## src/rtl/bit_pattern_tx_pkg.sv

```systemverilog
// Shared definitions for the serial bit-pattern transmitter.
package bit_pattern_tx_pkg;

  typedef enum logic [1:0] {
    S_IDLE  = 2'd0,
    S_SHIFT = 2'd1,
    S_DONE  = 2'd2
  } state_e;

endpackage

```

## src/rtl/bit_pattern_shreg.sv

```systemverilog
// Pattern shift register: parallel load, shift left by one, or hold; MSB is the serial bit.
module bit_pattern_shreg
  import bit_pattern_tx_pkg::*;
#(
  parameter int WIDTH = 8
) (
  input  logic             clk,
  input  logic             reset,
  input  logic             load,
  input  logic             shift,
  input  logic [WIDTH-1:0] din,
  output logic             msb
);

  logic [WIDTH-1:0] sh_r;

  // load has priority over shift so a repetition reload never loses a cycle
  always_ff @(posedge clk or posedge reset) begin
    if (reset) begin
      sh_r <= {WIDTH{1'b0}};
    end else if (load) begin
      sh_r <= din;
    end else if (shift) begin
      sh_r <= {sh_r[WIDTH-2:0], 1'b0};
    end else begin
      sh_r <= sh_r;
    end
  end

  assign msb = sh_r[WIDTH-1];

endmodule

```

## src/rtl/bit_pattern_tx.sv

```systemverilog
// Serial bit-pattern transmitter: sends a latched pattern MSB-first rep+1 times, then pulses done.
module bit_pattern_tx
  import bit_pattern_tx_pkg::*;
#(
  parameter int WIDTH = 8,
  parameter int CNT_W = 4
) (
  input  logic             clk,
  input  logic             reset,
  input  logic             start,
  input  logic [WIDTH-1:0] data,
  input  logic [CNT_W-1:0] rep,
  input  logic             en,
  output logic             bit_out,
  output logic             bit_valid,
  output logic             busy,
  output logic             done
);

  localparam int BW = $clog2(WIDTH);
  localparam logic [BW-1:0] BIT_LAST = BW'(WIDTH - 1);

  state_e           state_r, state_s;
  logic [BW-1:0]    bitcnt_r, bitcnt_s;
  logic [CNT_W-1:0] repcnt_r, repcnt_s;
  logic [WIDTH-1:0] pattern_r, pattern_s;
  logic             load_s, shift_s, msb_s;
  logic [WIDTH-1:0] load_data_s;

  bit_pattern_shreg #(.WIDTH(WIDTH)) u_shreg (
    .clk   (clk),
    .reset (reset),
    .load  (load_s),
    .shift (shift_s),
    .din   (load_data_s),
    .msb   (msb_s)
  );

  // state and counter registers
  always_ff @(posedge clk or posedge reset) begin
    if (reset) begin
      state_r   <= S_IDLE;
      bitcnt_r  <= {BW{1'b0}};
      repcnt_r  <= {CNT_W{1'b0}};
      pattern_r <= {WIDTH{1'b0}};
    end else begin
      state_r   <= state_s;
      bitcnt_r  <= bitcnt_s;
      repcnt_r  <= repcnt_s;
      pattern_r <= pattern_s;
    end
  end

  // next-state, counter update and shift-register control
  always_comb begin
    state_s     = state_r;
    bitcnt_s    = bitcnt_r;
    repcnt_s    = repcnt_r;
    pattern_s   = pattern_r;
    load_s      = 1'b0;
    shift_s     = 1'b0;
    load_data_s = pattern_r;
    case (state_r)
      S_IDLE: begin
        if (start) begin
          state_s     = S_SHIFT;
          pattern_s   = data;
          repcnt_s    = rep;
          bitcnt_s    = BIT_LAST;
          load_s      = 1'b1;
          load_data_s = data;
        end else begin
          state_s = S_IDLE;
        end
      end
      S_SHIFT: begin
        if (!en) begin
          state_s = S_SHIFT;
        end else if (bitcnt_r != {BW{1'b0}}) begin
          shift_s  = 1'b1;
          bitcnt_s = bitcnt_r - BW'(1);
        end else if (repcnt_r != {CNT_W{1'b0}}) begin
          // back-to-back repetition: reload from the latched copy, no idle gap
          load_s   = 1'b1;
          bitcnt_s = BIT_LAST;
          repcnt_s = repcnt_r - CNT_W'(1);
        end else begin
          state_s = S_DONE;
        end
      end
      S_DONE:  state_s = S_IDLE;
      default: state_s = S_IDLE;
    endcase
  end

  // Moore outputs decoded from registered state and the shift-register MSB
  always_comb begin
    bit_out   = 1'b0;
    bit_valid = 1'b0;
    busy      = 1'b0;
    done      = 1'b0;
    case (state_r)
      S_SHIFT: begin
        bit_out   = msb_s;
        bit_valid = 1'b1;
        busy      = 1'b1;
      end
      S_DONE:  done = 1'b1;
      default: done = 1'b0;
    endcase
  end

endmodule
```

## config.mk

```make
export PLATFORM = sky130hd
export DESIGN_NAME = bit_pattern_tx
export DESIGN_NICKNAME = d
export VERILOG_FILES = /design/src/rtl/bit_pattern_tx_pkg.sv /design/src/rtl/bit_pattern_shreg.sv /design/src/rtl/bit_pattern_tx.sv
export SDC_FILE = /design/constraint.sdc
export NUM_CORES = 1
export LEC_CHECK = 0
export CORE_ASPECT_RATIO = 1.25
export CORE_UTILIZATION = 45
export CTS_CLUSTER_SIZE = 28
export DETAILED_ROUTE_END_ITERATION = 7
export GPL_ROUTABILITY_DRIVEN = 0
export PLACE_DENSITY = 0.69
export SETUP_SLACK_MARGIN = 0.15
export SYNTH_ARGS = -nofsm -noshare
export SYNTH_HDL_FRONTEND = slang
export SYNTH_SLANG_ARGS = --single-unit
```

## constraint.sdc

```tcl
create_clock -name clk -period 2.1 [get_ports clk]
set_clock_uncertainty 0.15 [all_clocks]
set_input_delay 0.21 -clock clk [delete_from_list [all_inputs] [get_ports clk]]
set_output_delay 0.21 -clock clk [all_outputs]
set_load 0.005 [all_outputs]
```

==> out/qor.csv, run 1 <==
stage;metric;value;unit
grt;met2_usage;0.356;
logic_synthesis;syn_area;1270;µm²
setup_path;slowest_delay;0.42;ns
logic_synthesis;synth_top_family_by_area;simple AND/OR/NAND/NOR gates;
pwr;p_leak;0.756;nW
detailed_routing;wl_per_cell;14.8;µm
detailed_routing;drt_wl_total;2870;µm
sta;layout_min_cycle_time;1.95;ns
clock_network;clk_pin_slew;0.13;ns
grt;grt_usage;0.193;
logic_synthesis;synthSimpleGateAreaFrac;0.198;
logic_synthesis;syn_avg_cell_area;10.3;µm²
setup_path;required;2.17;ns
pwr;power_density;1210;nW/µm²
logic_synthesis;synth_edf_count;0;
logic_synthesis;yosys.area.top_type;dfrtp_1;
grt;antenna_found_initial;0;
sta;fmax;514;MHz
grt;overflow;0;
logic_synthesis;synth_area_leaders;dfrtp_1 (49%), mux2_2 (6.2%), nand2_1 (4.7%);
grt;gr-usage-met3;0.0222;
setup_path;cp_max_fo;7;
floorplan;die_w;49.5;µm
final_layout;final_cell_mix;dfrtp_1 (24), clkdlybuf4s50_1 (18), nand2_1 (15), buf_4 (15), nor2_1 (9);
floorplan;dieArea;3030;µm²
grt;grt_max_degree;26;
final_layout;seq_area;627;µm²
floorplan;io-pin-count;20;
placement;io_buffers;19;
floorplan;die_y;61.3;µm
outcome;status;completed;
grt;grt_pass1_vias;1006;
logic_synthesis;yosysWarnings;0;
logic_synthesis;synthAdderAreaFrac;0.0296;
sta;slew_headroom;0.739;
logic_synthesis;syn-instance-count;123;
floorplan;coreArea;2680;µm²
clock_network;numCtsBuffers;3;
sta;finalHoldViolCount;0;
logic_synthesis;synth_xor_area_frac;0;
final_layout;antenna_cells;0;
logic_synthesis;yosysSeqAreaShare;0.494;
sta;finalSetupViolCount;0;
logic_synthesis;synth_compound_area_frac;0.146;
detailed_routing;drtAntennaViolNets;0;
sta;finalMaxSlewViolations;0;
detailed_routing;drc;0;
placement;place_hpwl;1750;µm
clock_network;htree_num_levels;1;
final_layout;multiInputGateArea;627;µm²
detailed_routing;vias;1042;
setup_path;cp_num_buf_inv;1;
sta;tns;0;ns
logic_synthesis;async_flop_share;1.00;
setup_path;cp-start-kind;flip-flop;
floorplan;rows;21;
logic_synthesis;yosysTopAreaCellShare;0.494;
logic_synthesis;synth_cell_type_count;33;
clock_network;cts.sinks;25;
clock_network;cts_hold_repair.buffers;0;
detailed_routing;firstDrtPassIters;4;
grt;grt_first_pass_wirelength;4350;µm
clock_network;cts_tree;yes;
sta;max_slew.worst_pin.slew;0.390;ns
clock_network;cts_root_buffer;clkbuf_4;
sta;min_period_over_period;0.927;
sta;rsz0062_at_grt;true;
setup_path;crit_path_end_kind;flip-flop;
detailed_routing;drt_iter0_drc;14;
final_layout;final_layout_size_suffix_gt1_frac;0.289;
final_layout;area_growth;34.1;%
clock_network;clk_latency;0.31;ns
final_layout;final_util;0.634;
setup_path;path_delay_family;compound AO/OA/AOI/OAI gates;
detailed_routing;vias_per_cell;5.40;
logic_synthesis;syn-num-nets;142;
job;cap_violations;0;
grt;busiest_layer;met2;
floorplan;initial_core_util;0.473;
final_layout;fillers;226;
setup_path;critPathSlowestCell;dfrtp_1;
final_layout;fin_nets;179;
setup_path;cp.arrival;2.01;ns
final_layout;final_common_cell;dfrtp_1;
grt;grt_use_met1;0.229;
worst_hold_path;hold_path.class;input port to asynchronous set/reset pin;
pwr;ir_drop;0.676;mV
clock_network;clock_path_buffers;2;
logic_synthesis;ys_ff_latch;25;
logic_synthesis;synthMuxAreaShare;0.0800;
setup_path;crit_chain;inv_2, ha_4, or3b_4, o311ai_4, a21oi_1, o21a_1;
setup_path;crit_type;flip-flop to flip-flop;
logic_synthesis;synth_flop_cell;dfrtp_1;
worst paths after layout:
path | cells after the start | slack [ns] | end | start
setup / recovery | 6 | 0.15 | bitcnt_r[2] | repcnt_r[1]
hold / removal | 3 | 0.07 | u_shreg.sh_r[6] | reset
setup reg to reg | 6 | 0.15 | bitcnt_r[2] | repcnt_r[1]
hold reg to reg | 2 | 0.35 | u_shreg.sh_r[0] | u_shreg.sh_r[0]
max in group asynchronous | 3 | 1.48 | state_r[0] | reset
min in group clk | 3 | 0.29 | repcnt_r[3] | rep[3]
logic make-up after synthesis:
logic type | Yosys count
AO/OA/AOI/OAI | 23
adder cells (fa/ha/maj) | 3
buffers and inverters | 13
flip-flops | 25
multiplexers | 9
AND/OR/NAND/NOR | 50
synthesized netlist by cell type (2+ instances only):
library cell / count
dfrtp_1: 25
nand2_1: 16
nor2_1: 11
inv_1: 7
mux2_2: 7
nand3_1: 7
a31oi_1: 6
nand2b_1: 5
a21oi_1: 4
ha_1: 3
nor2b_1: 3
o21ai_0: 3
and2_1: 2
buf_2: 2
buf_4: 2
mux2_1: 2
o21ai_1: 2
worst min-delay path: stages:
cell	delay (ns)
clkdlybuf4s50_1	0.39
inv_1	0.05
buf_4	0.30
power by group:
group	switching [mW]	internal (mW)	leakage, nW	total (mW)
clock	0.138	0.0743	0.0150	0.212
sequential	0.118	0.694	0.303	0.812
combinational	0.500	0.540	0.438	1.04
registers in the layout (all words and copies together) (netlist names):
| signal | count |
|---|---|
| pattern_r | 8 |
| u_shreg.sh_r | 8 |
| bitcnt_r | 3 |
| repcnt_r | 4 |
| state_r | 2 |
repair_timing:
item / in CTS / in global routing
cloned: 2 / 0
endpoints found under the setup margin: 14 / 13
pin swaps: 4 / 5
gates resized for setup: 13 / 10
setup buffers: 8 / 4
area by class of cell:
class	count	share of cell area
clock buffer	4	0.0155
inverter	8	0.0221
multi-input combinational	85	0.369
sequential	25	0.369
tap	34	0.0250
timing repair buffer	37	0.200
through the flow:
stage / setup WS [ns] / area, µm² / total power, mW / hold WS [ns] / instances
2_1_floorplan: 0.209 / 1270 / 1.40 / 0.0873 / 123
3_3_place_gp: 0.139 / 1490 / 1.56 / 0.313 / 175
3_5_place_dp: 0.0862 / 1490 / 1.60 / 0.323 / 175
4_1_cts: 0.140 / 1630 / 1.96 / 0.0878 / 189
5_1_grt: 0.0826 / 1700 / 2.22 / 0.101 / 193
6_report: 0.154 / 1700 / 2.06 / 0.0714 / 193
metal layers:
metal	wire length (µm)	up-vias	part of all wire
li1	-	497	-
met1	1200	520	0.42
met2	1550	18	0.54
met3	59	7	0.021
met4	53	0	0.018
met5	0	-	0
Note: power is estimated with default switching activity, not from simulation.
==> run 2: changes to the inputs <==
--- a/config.mk
+++ b/config.mk
@@ -5,13 +5,13 @@
 export SDC_FILE = /design/constraint.sdc
 export NUM_CORES = 1
 export LEC_CHECK = 0
-export CORE_ASPECT_RATIO = 1.25
 export CORE_UTILIZATION = 45
 export CTS_CLUSTER_SIZE = 28
 export DETAILED_ROUTE_END_ITERATION = 7
 export GPL_ROUTABILITY_DRIVEN = 0
 export PLACE_DENSITY = 0.69
 export SETUP_SLACK_MARGIN = 0.15
+export SKIP_CTS_REPAIR_TIMING = 1
 export SYNTH_ARGS = -nofsm -noshare
 export SYNTH_HDL_FRONTEND = slang
 export SYNTH_SLANG_ARGS = --single-unit
==> out/qor.csv, run 2 (synthesized netlist as in run 1, its figures left out) <==
stage;metric;value;unit
detailed_routing;dr.max_layer_used;met4;
detailed_routing;drtAntennaViolNets;0;
setup_path;crit_path_end_kind;flip-flop;
detailed_routing;drc;0;
detailed_routing;vias;987;
detailed_routing;m1WireLength;1180;µm
final_layout;final_common_cell;dfrtp_1;
final_layout;top_regs;pattern_r: 8 flops, u_shreg.sh_r: 8 flops, repcnt_r: 4 flops;
worst_hold_path;hold_path.class;input port to asynchronous set/reset pin;
clock_network;cts_root_buffer;clkbuf_4;
floorplan;die_w;55.1;µm
placement;place_hpwl;1770;µm
floorplan;dieArea;3030;µm²
outcome;status;completed;
detailed_routing;wl_per_cell;14.4;µm
sta;finalHoldViolCount;0;
setup_path;cp_max_fo;6;
clock_network;clk_pin_slew;0.13;ns
clock_network;cts_tree;yes;
floorplan;rows;18;
floorplan;initial_core_util;0.494;
setup_path;cp-start-kind;flip-flop;
detailed_routing;vias_per_cell;5.45;
clock_network;numCtsBuffers;3;
grt;antenna_found_initial;0;
grt;grt_pass1_vias;852;
final_layout;fillers;236;
job;cap_violations;0;
sta;tns;0;ns
sta;layout_min_cycle_time;1.99;ns
placement;placedCellCount;170;
sta;rsz0062_at_grt;true;
final_layout;seq_area;627;µm²
detailed_routing;met3_length;101;µm
clock_network;htree_num_levels;1;
pwr;ir_drop;0.763;mV
sta;fmax;502;MHz
final_layout;multiInputGateArea;603;µm²
setup_path;crit_type;flip-flop to flip-flop;
final_layout;instances_no_fill;181;
floorplan;die_y;55.1;µm
detailed_routing;firstDrtPassIters;4;
final_layout;final_cell_mix;dfrtp_1 (24), clkdlybuf4s50_1 (18), nand2_1 (16);
sta;finalMaxSlewViolations;0;
setup_path;required;2.16;ns
sta;slew_headroom;0.752;
final_layout;final_layout_size_suffix_gt1_frac;0.219;
pwr;p_leak;0.697;nW
grt;grt_max_degree;26;
final_layout;fin_nets;171;
final_layout;area_growth;27.7;%
grt;overflow;0;
detailed_routing;drt_iter0_drc;26;
setup_path;cp.arrival;2.06;ns
placement;io_buffers;19;
grt;grt_usage;0.186;
clock_network;cts.sinks;25;
final_layout;antenna_cells;0;
sta;min_period_over_period;0.949;
floorplan;coreArea;2570;µm²
detailed_routing;wl_met2;1300;µm
sta;max_slew.worst_pin.slew;0.370;ns
grt;grt_first_pass_wirelength;3910;µm
floorplan;io-pin-count;20;
sta;finalSetupViolCount;0;
clock_network;clk_latency;0.32;ns
clock_network;clock_path_buffers;2;
final_layout;final_util;0.631;
pwr;power_density;1230;nW/µm²
detailed_routing;drt_wl_total;2600;µm
run 2: final cells by class:
cell class / instances / share of cell area
sequential: 25 / 0.387
multi-input combinational: 85 / 0.372
timing repair buffer: 29 / 0.178
inverter: 8 / 0.0232
tap: 30 / 0.0232
clock buffer: 4 / 0.0162
run 2: power by group:
part | switching (mW) | internal, mW
logic | 0.464 | 0.496
registers | 0.116 | 0.694
clock network | 0.140 | 0.0743
run 2: final timing paths:
check / cells after the start / endpoint / start / slack [ns]
worst max-delay path: 6 / bitcnt_r[1] / repcnt_r[1] / 0.11
worst min-delay path: 3 / pattern_r[7] / reset / 0.07
worst max register to register: 6 / bitcnt_r[1] / repcnt_r[1] / 0.11
worst min register to register: 1 / bitcnt_r[0] / bitcnt_r[0] / 0.33
max in group asynchronous: 3 / state_r[0] / reset / 1.48
min in group clk: 3 / repcnt_r[3] / rep[3] / 0.28
run 2: critical path: stages (launching register included):
cell	delay (ns)
dfrtp_1	0.43
inv_2	0.08
ha_4	0.15
or3b_4	0.43
o311ai_4	0.40
buf_4	0.19
a21oi_1	0.07
run 2: metal layers:
metal / global-route usage / vias up
met3: 0.0519 / 2
met2: 0.309 / 20
met4: 0.0375 / 0
li1: - / 480
met5: 0 / -
met1: 0.241 / 485
run 2: stage by stage:
stage | hold WS (ns) | total power, mW | instance area (µm²) | worst slack, ns
floorplan | 0.0873 | 1.40 | 1270 | 0.209
global placement | 0.320 | 1.57 | 1490 | 0.125
detailed placement | 0.316 | 1.62 | 1490 | 0.0674
CTS | 0.0733 | 1.84 | 1520 | -0.122
global route | 0.132 | 2.13 | 1620 | 0.0377
finish | 0.0657 | 1.98 | 1620 | 0.107
==> run 3: changes to the inputs <==
--- a/config.mk
+++ b/config.mk
@@ -5,6 +5,7 @@
 export SDC_FILE = /design/constraint.sdc
 export NUM_CORES = 1
 export LEC_CHECK = 0
+export CORE_MARGIN = 1
 export CORE_UTILIZATION = 45
 export CTS_CLUSTER_SIZE = 28
 export DETAILED_ROUTE_END_ITERATION = 7
==> results of run 3 <==
The final DEF is identical to that of run 2; final timing and power are the same.
